[src/rtl/aclk_time_counter.sv]
// 24-hour BCD time-of-day counter (HH:MM) driven by timebase strobes.
// Optional seconds digits are enabled with `define ACLK_SECONDS_EN.
module aclk_time_counter #(
    parameter logic [15:0] RESET_TIME = 16'h0000
) (
    input  logic       clock,
    input  logic       reset,
    input  logic       one_minute,
    input  logic       one_second,
    input  logic       load_new_c,
    input  logic [3:0] new_time_ms_hr,
    input  logic [3:0] new_time_ls_hr,
    input  logic [3:0] new_time_ms_min,
    input  logic [3:0] new_time_ls_min,
`ifdef ACLK_SECONDS_EN
    input  logic [3:0] new_time_ms_sec,
    input  logic [3:0] new_time_ls_sec,
    output logic [3:0] current_time_ms_sec,
    output logic [3:0] current_time_ls_sec,
`endif
    output logic [3:0] current_time_ms_hr,
    output logic [3:0] current_time_ls_hr,
    output logic [3:0] current_time_ms_min,
    output logic [3:0] current_time_ls_min,
    output logic       reset_count,
    output logic       load_err,
    output logic       day_wrap
);

    logic       load_ok;
    logic       min_tick;
    logic       hr_wrap;
    logic [3:0] nxt_ms_hr;
    logic [3:0] nxt_ls_hr;
    logic [3:0] nxt_ms_min;
    logic [3:0] nxt_ls_min;

`ifdef ACLK_SECONDS_EN
    logic sec_wrap;
    logic unused_minute;

    assign unused_minute = one_minute;
    assign sec_wrap      = (current_time_ms_sec == 4'd5) &&
                           (current_time_ls_sec == 4'd9);
    assign min_tick      = one_second && sec_wrap;
`else
    logic unused_second;

    assign unused_second = one_second;
    assign min_tick      = one_minute;
`endif

    always_comb begin
        load_ok = 1'b1;
        if (new_time_ms_hr > 4'd2)
            load_ok = 1'b0;
        if (new_time_ls_hr > 4'd9)
            load_ok = 1'b0;
        if (new_time_ms_hr == 4'd2 && new_time_ls_hr > 4'd3)
            load_ok = 1'b0;
        if (new_time_ms_min > 4'd5)
            load_ok = 1'b0;
        if (new_time_ls_min > 4'd9)
            load_ok = 1'b0;
`ifdef ACLK_SECONDS_EN
        if (new_time_ms_sec > 4'd5)
            load_ok = 1'b0;
        if (new_time_ls_sec > 4'd9)
            load_ok = 1'b0;
`endif
    end

    // Next HH:MM one minute on, with the midnight rollover flagged.
    always_comb begin
        nxt_ms_hr  = current_time_ms_hr;
        nxt_ls_hr  = current_time_ls_hr;
        nxt_ms_min = current_time_ms_min;
        nxt_ls_min = current_time_ls_min;
        hr_wrap    = 1'b0;
        if (current_time_ls_min != 4'd9) begin
            nxt_ls_min = current_time_ls_min + 4'd1;
        end else begin
            nxt_ls_min = 4'd0;
            if (current_time_ms_min != 4'd5) begin
                nxt_ms_min = current_time_ms_min + 4'd1;
            end else begin
                nxt_ms_min = 4'd0;
                if (current_time_ms_hr == 4'd2 &&
                    current_time_ls_hr == 4'd3) begin
                    nxt_ms_hr = 4'd0;
                    nxt_ls_hr = 4'd0;
                    hr_wrap   = 1'b1;
                end else if (current_time_ls_hr == 4'd9) begin
                    nxt_ls_hr = 4'd0;
                    nxt_ms_hr = current_time_ms_hr + 4'd1;
                end else begin
                    nxt_ls_hr = current_time_ls_hr + 4'd1;
                end
            end
        end
    end

    always_ff @(posedge clock or negedge reset) begin
        if (!reset) begin
            current_time_ms_hr  <= RESET_TIME[15:12];
            current_time_ls_hr  <= RESET_TIME[11:8];
            current_time_ms_min <= RESET_TIME[7:4];
            current_time_ls_min <= RESET_TIME[3:0];
`ifdef ACLK_SECONDS_EN
            current_time_ms_sec <= 4'd0;
            current_time_ls_sec <= 4'd0;
`endif
            reset_count         <= 1'b0;
            load_err            <= 1'b0;
            day_wrap            <= 1'b0;
        end else begin
            reset_count <= 1'b0;
            load_err    <= 1'b0;
            day_wrap    <= 1'b0;
            if (load_new_c) begin
                if (load_ok) begin
                    current_time_ms_hr  <= new_time_ms_hr;
                    current_time_ls_hr  <= new_time_ls_hr;
                    current_time_ms_min <= new_time_ms_min;
                    current_time_ls_min <= new_time_ls_min;
`ifdef ACLK_SECONDS_EN
                    current_time_ms_sec <= new_time_ms_sec;
                    current_time_ls_sec <= new_time_ls_sec;
`endif
                    reset_count         <= 1'b1;
                end else begin
                    load_err <= 1'b1;
                end
            end else begin
`ifdef ACLK_SECONDS_EN
                if (one_second) begin
                    if (current_time_ls_sec != 4'd9) begin
                        current_time_ls_sec <= current_time_ls_sec + 4'd1;
                    end else begin
                        current_time_ls_sec <= 4'd0;
                        if (sec_wrap)
                            current_time_ms_sec <= 4'd0;
                        else
                            current_time_ms_sec <= current_time_ms_sec + 4'd1;
                    end
                end
`endif
                if (min_tick) begin
                    current_time_ms_hr  <= nxt_ms_hr;
                    current_time_ls_hr  <= nxt_ls_hr;
                    current_time_ms_min <= nxt_ms_min;
                    current_time_ls_min <= nxt_ls_min;
                    day_wrap            <= hr_wrap;
                end
            end
        end
    end

endmodule

[config.mk]
export PLATFORM = sky130hd
export DESIGN_NAME = aclk_time_counter
export DESIGN_NICKNAME = d
export VERILOG_FILES = /design/src/rtl/aclk_time_counter.sv
export SDC_FILE = /design/constraint.sdc
export NUM_CORES = 1
export LEC_CHECK = 0
export ABC_AREA = 1
export CAP_MARGIN = 0
export CORE_AREA = 2 2 59 61
export DETAILED_ROUTE_END_ITERATION = 16
export DIE_AREA = 0 0 61 63
export GPL_TIMING_DRIVEN = 1
export PLACE_DENSITY = 0.71
export SYNTH_ARGS = -nofsm -noshare
export SYNTH_HDL_FRONTEND = slang
export SYNTH_SLANG_ARGS = --single-unit
[constraint.sdc]
create_clock -name clock -period 1.4 [get_ports clock]
set_input_delay 0.28 -clock clock [delete_from_list [all_inputs] [get_ports clock]]
set_output_delay 0.28 -clock clock [all_outputs]
set_load 0.005 [all_outputs]
==> impl_metrics.ini, run 1 <==
[die]
core-area_um2 = 3230
initial_core_util = 0.386
row_count = 21
design.portCount = 40
die_area_um2 = 3840
die_w_um = 61
fp.dieH_um = 63

[clocking]
clkLatencyLatePin_ns = 0.30
htreeDepth = 1
cts_buffer_depth = 2
path_clk_slew_ns = 0.11
cts_hold_buffers = 0
cts_buffers = 3
clock_sinks = 19
root_buffer = clkbuf_4
cts_tree = built

[timing]
finalClockSkew_ns = 0.00519
slew_headroom = 0.820
drv_slew = 0
setup_viol = 2
whs_ns = 0.295
max_freq_mhz = 711
worst_pin_slew_ns = 0.268
min_period_ns = 1.41
period_share = 1.00
setup_tns_ns = -0.00944
hold_viol = 0
fin_ws_ns = -0.00632
rsz0062_at_grt = yes

[final_layout]
diodes = 0
multi_input_area_um2 = 767
area_growth_syn_to_layout_pct = 66.7
area.sequential_um2 = 477
stdcell_count = 306
fin_nets = 284
fillers = 287
drive_gt1_frac = 0.281

[power]
p_total_mw = 2.43
irDropWorstVdd_uv = 589
leakagePower_nw = 1.10
p_per_area_nw_per_um2 = 1170

[setup_path]
crit_arrival_ns = 1.64
start_kind = register
worstPathRequired_ns = 1.63
endpoint_kind = register
worstPathMaxFanout = 8
critPathKind = register to register

[min_path]
holdCritPathClass = input port to async pin

[logic_synthesis]
ys_seq_area_frac = 0.381
synth_nets = 207
synth_cell_types = 24
ys_warn_count = 0
synthCells = 184
syn_area_um2 = 1250
ys_ff_latch = 19
syn_area_per_cell_um2 = 6.78

[global_route]
grt.total_usage = 0.186
grt_max_degree = 20
grt_pass1_wl_um = 5430
grt-ovfl-total = 0
grt_pass1_vias = 1314
antenna_found_initial = 0

[drt]
viasPerCell = 4.67
vias = 1428
drt-total-wl_um = 3470
wire_per_inst_um = 11.3
drt_first_iter_violations = 43
ant_nets = 0
firstDrtPassIters = 4
drcViolationCount = 0

[placement]
dpl_worst_slack_ns = -0.354
dp.cells = 287
portBuffers = 38
gp_congestion = 0.873
dp_hpwl_um = 2430

[status]
status = finished with violations
violations = setup timing

[flow_run]
maxCapViolCount = 0
## final timing paths
check / from / end / slack [ns] / cells past startpoint
max: current_time_ls_min[1] / current_time_ms_min[2] / -0.006 / 8
min: reset / current_time_ls_hr[2] / 0.30 / 2
max reg2reg: current_time_ls_min[1] / current_time_ms_min[2] / -0.006 / 8
min reg2reg: current_time_ms_hr[3] / current_time_ms_hr[3] / 0.59 / 3
max in group asynchronous: reset / current_time_ls_min[3] / 0.88 / 2
min in group clock: current_time_ms_hr[3] / current_time_ms_hr[3] / 0.59 / 3
## placed cells by master (no fill, tap or decap), types with 2 or more instances in the layout
cell / count
buf_6: 7
nand2_1: 61
nand4_1: 3
nand2_2: 9
dlygate4sd2_1: 17
nand3_1: 19
nor2_4: 2
nand3_2: 5
dfrtp_1: 18
nor2_2: 2
clkdlybuf4s15_1: 2
inv_1: 12
a21oi_1: 3
inv_2: 6
clkbuf_4: 3
o21ai_0: 13
nor2_1: 7
buf_4: 30
clkdlybuf4s50_1: 19
xor2_1: 2
o21ai_1: 4
## cell type report
class                           count  area share
Sequential cell                    19       0.229
Clock buffer                        4      0.0126
Timing Repair Buffer               76       0.326
Tap cell                           46      0.0277
Inverter                           19      0.0355
Multi-Input combinational cell    142       0.369
## layer usage
metal	routed length [µm]	share of wire	up-vias	global-route usage
met5	0	0	-	0
met4	84	0.024	0	0.0815
met3	121	0.035	10	0.0248
met2	1730	0.50	36	0.296
met1	1540	0.44	635	0.245
li1	-	-	747	-
## cells by family after synthesis
family | Yosys count | share of synthesized area
simple gates | 114 | 0.402
compound gates | 23 | 0.0953
buf+inv | 23 | 0.0802
flops | 19 | 0.381
xor+xnor | 3 | 0.0211
fa+ha+maj | 2 | 0.0201
## sequential cells by signal, summed over array words and instances (netlist names)
signal / cells
current_time_ls_hr: 4
current_time_ls_min: 4
current_time_ms_hr: 4
current_time_ms_min: 4
day_wrap: 1
load_err: 1
reset_count: 1
## where the power goes
group	switching, mW	internal, mW	leakage, nW	total [mW]
clock network	0.178	0.111	0.0150	0.289
registers	0.0885	0.695	0.242	0.784
logic	0.661	0.697	0.839	1.36
total	0.928	1.50	1.10	2.43
## cell usage after synthesis (all sizes together)
cell	number	area, µm²
nor3	1	5.00
o21ai	18	90.1
or2	1	8.76
a21oi	3	15.0
nand3	25	135
o22ai	1	6.26
a21boi	1	7.51
nand4	3	18.8
clkbuf	1	3.75
nand3b	1	7.51
dfrtp	19	475
nand2	72	283
ha	2	25.0
inv	19	71.3
xnor2	1	8.76
buf	3	25.0
nor2	11	43.8
xor2	2	17.5
## critical path, cell delays in order (launching register included)
cell and delay, ns:
dfrtp_1 0.41, buf_6 0.13, nor2_4 0.07, nand3_2 0.09, or2_4 0.29, nand2_8 0.11
buf_8 0.13, nand2_1 0.05, o21ai_1 0.07
## per-stage QoR
stage | instance area (µm²) | util
floorplan | 1250 | -
global placement | 1830 | 0.566
detailed placement | 1830 | 0.566
CTS | 1980 | 0.612
global route | 2080 | 0.643
finish | 2080 | 0.643
## what timing repair did
| item | 4_1_cts | 5_1_grt |
|---|---|---|
| pin swaps | 3 | 10 |
| resized for setup | 28 | 35 |
| setup endpoints to repair | 28 | 20 |
| setup buffers | 16 | 0 |
Power figures use the tool's default switching activity.
==> inputs of run 2 (changes only) <==
--- a/config.mk
+++ b/config.mk
@@ -6,8 +6,9 @@
 export NUM_CORES = 1
 export LEC_CHECK = 0
 export ABC_AREA = 1
-export CAP_MARGIN = 0
+export CAP_MARGIN = 20
 export CORE_AREA = 2 2 59 61
+export CTS_CLUSTER_DIAMETER = 40
 export DETAILED_ROUTE_END_ITERATION = 16
 export DIE_AREA = 0 0 61 63
 export GPL_TIMING_DRIVEN = 1
==> results of run 2 <==
Same layout as run 1: the final DEF is identical, and so are final timing and power.
==> inputs of run 3 (changes only) <==
--- a/config.mk
+++ b/config.mk
@@ -7,12 +7,13 @@
 export LEC_CHECK = 0
 export ABC_AREA = 1
 export CAP_MARGIN = 20
-export CORE_AREA = 2 2 59 61
+export CORE_AREA = 2 2 56 58
 export CTS_CLUSTER_DIAMETER = 40
 export DETAILED_ROUTE_END_ITERATION = 16
-export DIE_AREA = 0 0 61 63
+export DIE_AREA = 0 0 58 60
 export GPL_TIMING_DRIVEN = 1
-export PLACE_DENSITY = 0.71
+export PLACE_DENSITY = 0.75
 export SYNTH_ARGS = -nofsm -noshare
 export SYNTH_HDL_FRONTEND = slang
 export SYNTH_SLANG_ARGS = --single-unit
+export TNS_END_PERCENT = 20
==> constraint.sdc (replaced) <==
create_clock -name clock -period 1.67 [get_ports clock]
set_input_delay 0.334 -clock clock [delete_from_list [all_inputs] [get_ports clock]]
set_output_delay 0.334 -clock clock [all_outputs]
set_load 0.005 [all_outputs]
==> run 3 against run 2 <==
  * The flow now finishes without violations
  * Utilization is 2.3 points lower
  * Routed wire length shrank 11%
  * Combinational power down 42%
  * Cell count down 11%
  * Sequential share of layout area grew 4.0 points
  * Largest cell class unchanged
==> impl_metrics.ini, run 3 (synthesis results as in run 1) <==
[global_route]
grt_pass1_wl_um = 5190
grt.total_usage = 0.197
antenna_found_initial = 0
grt-ovfl-total = 0
grt_pass1_vias = 1201
grt_max_degree = 20

[timing]
drv_slew = 0
hold_viol = 0
whs_ns = 0.338
rsz0062_at_grt = no
slew_headroom = 0.829
period_share = 0.972
max_freq_mhz = 616
min_period_ns = 1.62
setup_viol = 0
worst_pin_slew_ns = 0.257
finalClockSkew_ns = 0.00296

[drt]
wire_per_inst_um = 11.4
ant_nets = 0
viasPerCell = 4.89
drcViolationCount = 0
vias = 1325
drt_first_iter_violations = 24
drt-total-wl_um = 3100
firstDrtPassIters = 4

[setup_path]
r2r_slack_ns = 0.20
path_buf_inv = 1
reg2reg_depth = 11
critPathKind = register to primary output
endpoint_kind = primary output
worstPathMaxFanout = 5
reg2reg_to = current_time_ms_hr[0]
start_kind = register
cp_slowest_stage_delay_ns = 0.53
slowest_stage = clkdlybuf4s50_1
worstPathCellList = clkdlybuf4s50_1
worstPathRequired_ns = 1.34
cp_top_family = buffers and inverters
rr_startpoint = current_time_ms_hr[0]
crit_arrival_ns = 1.29

[final_layout]
area_growth_syn_to_layout_pct = 44.4
fin_nets = 262
drive_gt1_frac = 0.160
fillers = 293
mostFrequentLayoutCells = nand2_1, clkdlybuf4s50_1, nand3_1
layout_commonest_cell = nand2_1
diodes = 0
final_area_um2 = 1800

[placement]
portBuffers = 38
dp_hpwl_um = 2410
gp_congestion = 0.837
placed_area_um2 = 1760

[die]
die_area_um2 = 3480
initial_core_util = 0.430
row_count = 20
core-area_um2 = 2900
design.portCount = 40
die_w_um = 58
fp.dieH_um = 60

[clocking]
cts_resized = 2
htreeDepth = 1
root_buffer = clkbuf_4
clock_sinks = 19
cts_buffers = 3
cts_hold_buffers = 0
path_clk_slew_ns = 0.13
cts_buffer_depth = 2
post-cts-setup-buffers = 0
cts_tree = built
clkLatencyLatePin_ns = 0.32

[power]
p_total_mw = 1.82
p_per_area_nw_per_um2 = 1010
leakagePower_nw = 0.905
irDropWorstVdd_uv = 752

[flow_run]
maxCapViolCount = 0

[min_path]
holdCritPathClass = input port to async pin

[status]
status = completed
## run 3: cell types whose count changed in the layout (fill, tap and decap cells not counted), sizes merged, moves of 2 or more
cell,change
clkdlybuf4s15,-2
clkdlybuf4s50,+18
buf,-22
dlygate4sd2,-17
## run 3: stage by stage
| step | setup TNS (ns) | setup slack, ns | instances | util |
|---|---|---|---|---|
| 6_report | 0 | 0.0469 | 271 | 0.621 |
| 5_1_grt | 0 | 0.000367 | 271 | 0.621 |
| 4_1_cts | 0 | 0.00488 | 271 | 0.618 |
| 3_5_place_dp | -0.630 | -0.0661 | 267 | 0.606 |
| 3_3_place_gp | -0.414 | -0.0526 | 267 | 0.606 |
| 2_1_floorplan | 0 | 0.310 | 184 | - |
## run 3: worst max path at each step
| stage | start | to | slack, ns | cells past startpoint |
|---|---|---|---|---|
| 2_1_floorplan | current_time_ms_hr[0] | current_time_ms_hr[2] | 0.31 | 11 |
| 3_3_place_gp | new_time_ms_hr[2] | current_time_ms_hr[2] | -0.05 | 9 |
| 3_5_place_dp | new_time_ms_hr[2] | current_time_ms_hr[0] | -0.07 | 9 |
| 4_1_cts | current_time_ls_hr[0] | current_time_ls_hr[0] | 0.005 | 1 |
| 5_1_grt | current_time_ls_hr[2] | current_time_ls_hr[2] | 0.0004 | 1 |
| 6_report | current_time_ms_hr[1] | current_time_ms_hr[1] | 0.05 | 1 |
## run 3: layer usage
| metal | global-route usage | vias to the layer above | routed length [µm] |
|---|---|---|---|
| li1 | - | 701 | - |
| met1 | 0.259 | 592 | 1460 |
| met2 | 0.328 | 27 | 1470 |
| met3 | 0.0325 | 5 | 129 |
| met4 | 0.0698 | 0 | 44 |
| met5 | 0 | - | 0 |
## run 3: final cells by class
class | count | area [µm²] | share of cell area
inverters | 19 | 71.3 | 0.0396
repair buffers | 54 | 503 | 0.279
clock buffers | 3 | 22.5 | 0.0125
multi-input cells | 142 | 672 | 0.373
flip-flops and latches | 19 | 484 | 0.269
clock inverters | 1 | 7.51 | 0.00417
well taps | 33 | 41.3 | 0.0229
## run 3: power by group
part	total (mW)	internal, mW	switching, mW
registers	0.771	0.594	0.177
logic	0.788	0.436	0.352
clock network	0.263	0.0915	0.171
total	1.82	1.12	0.700
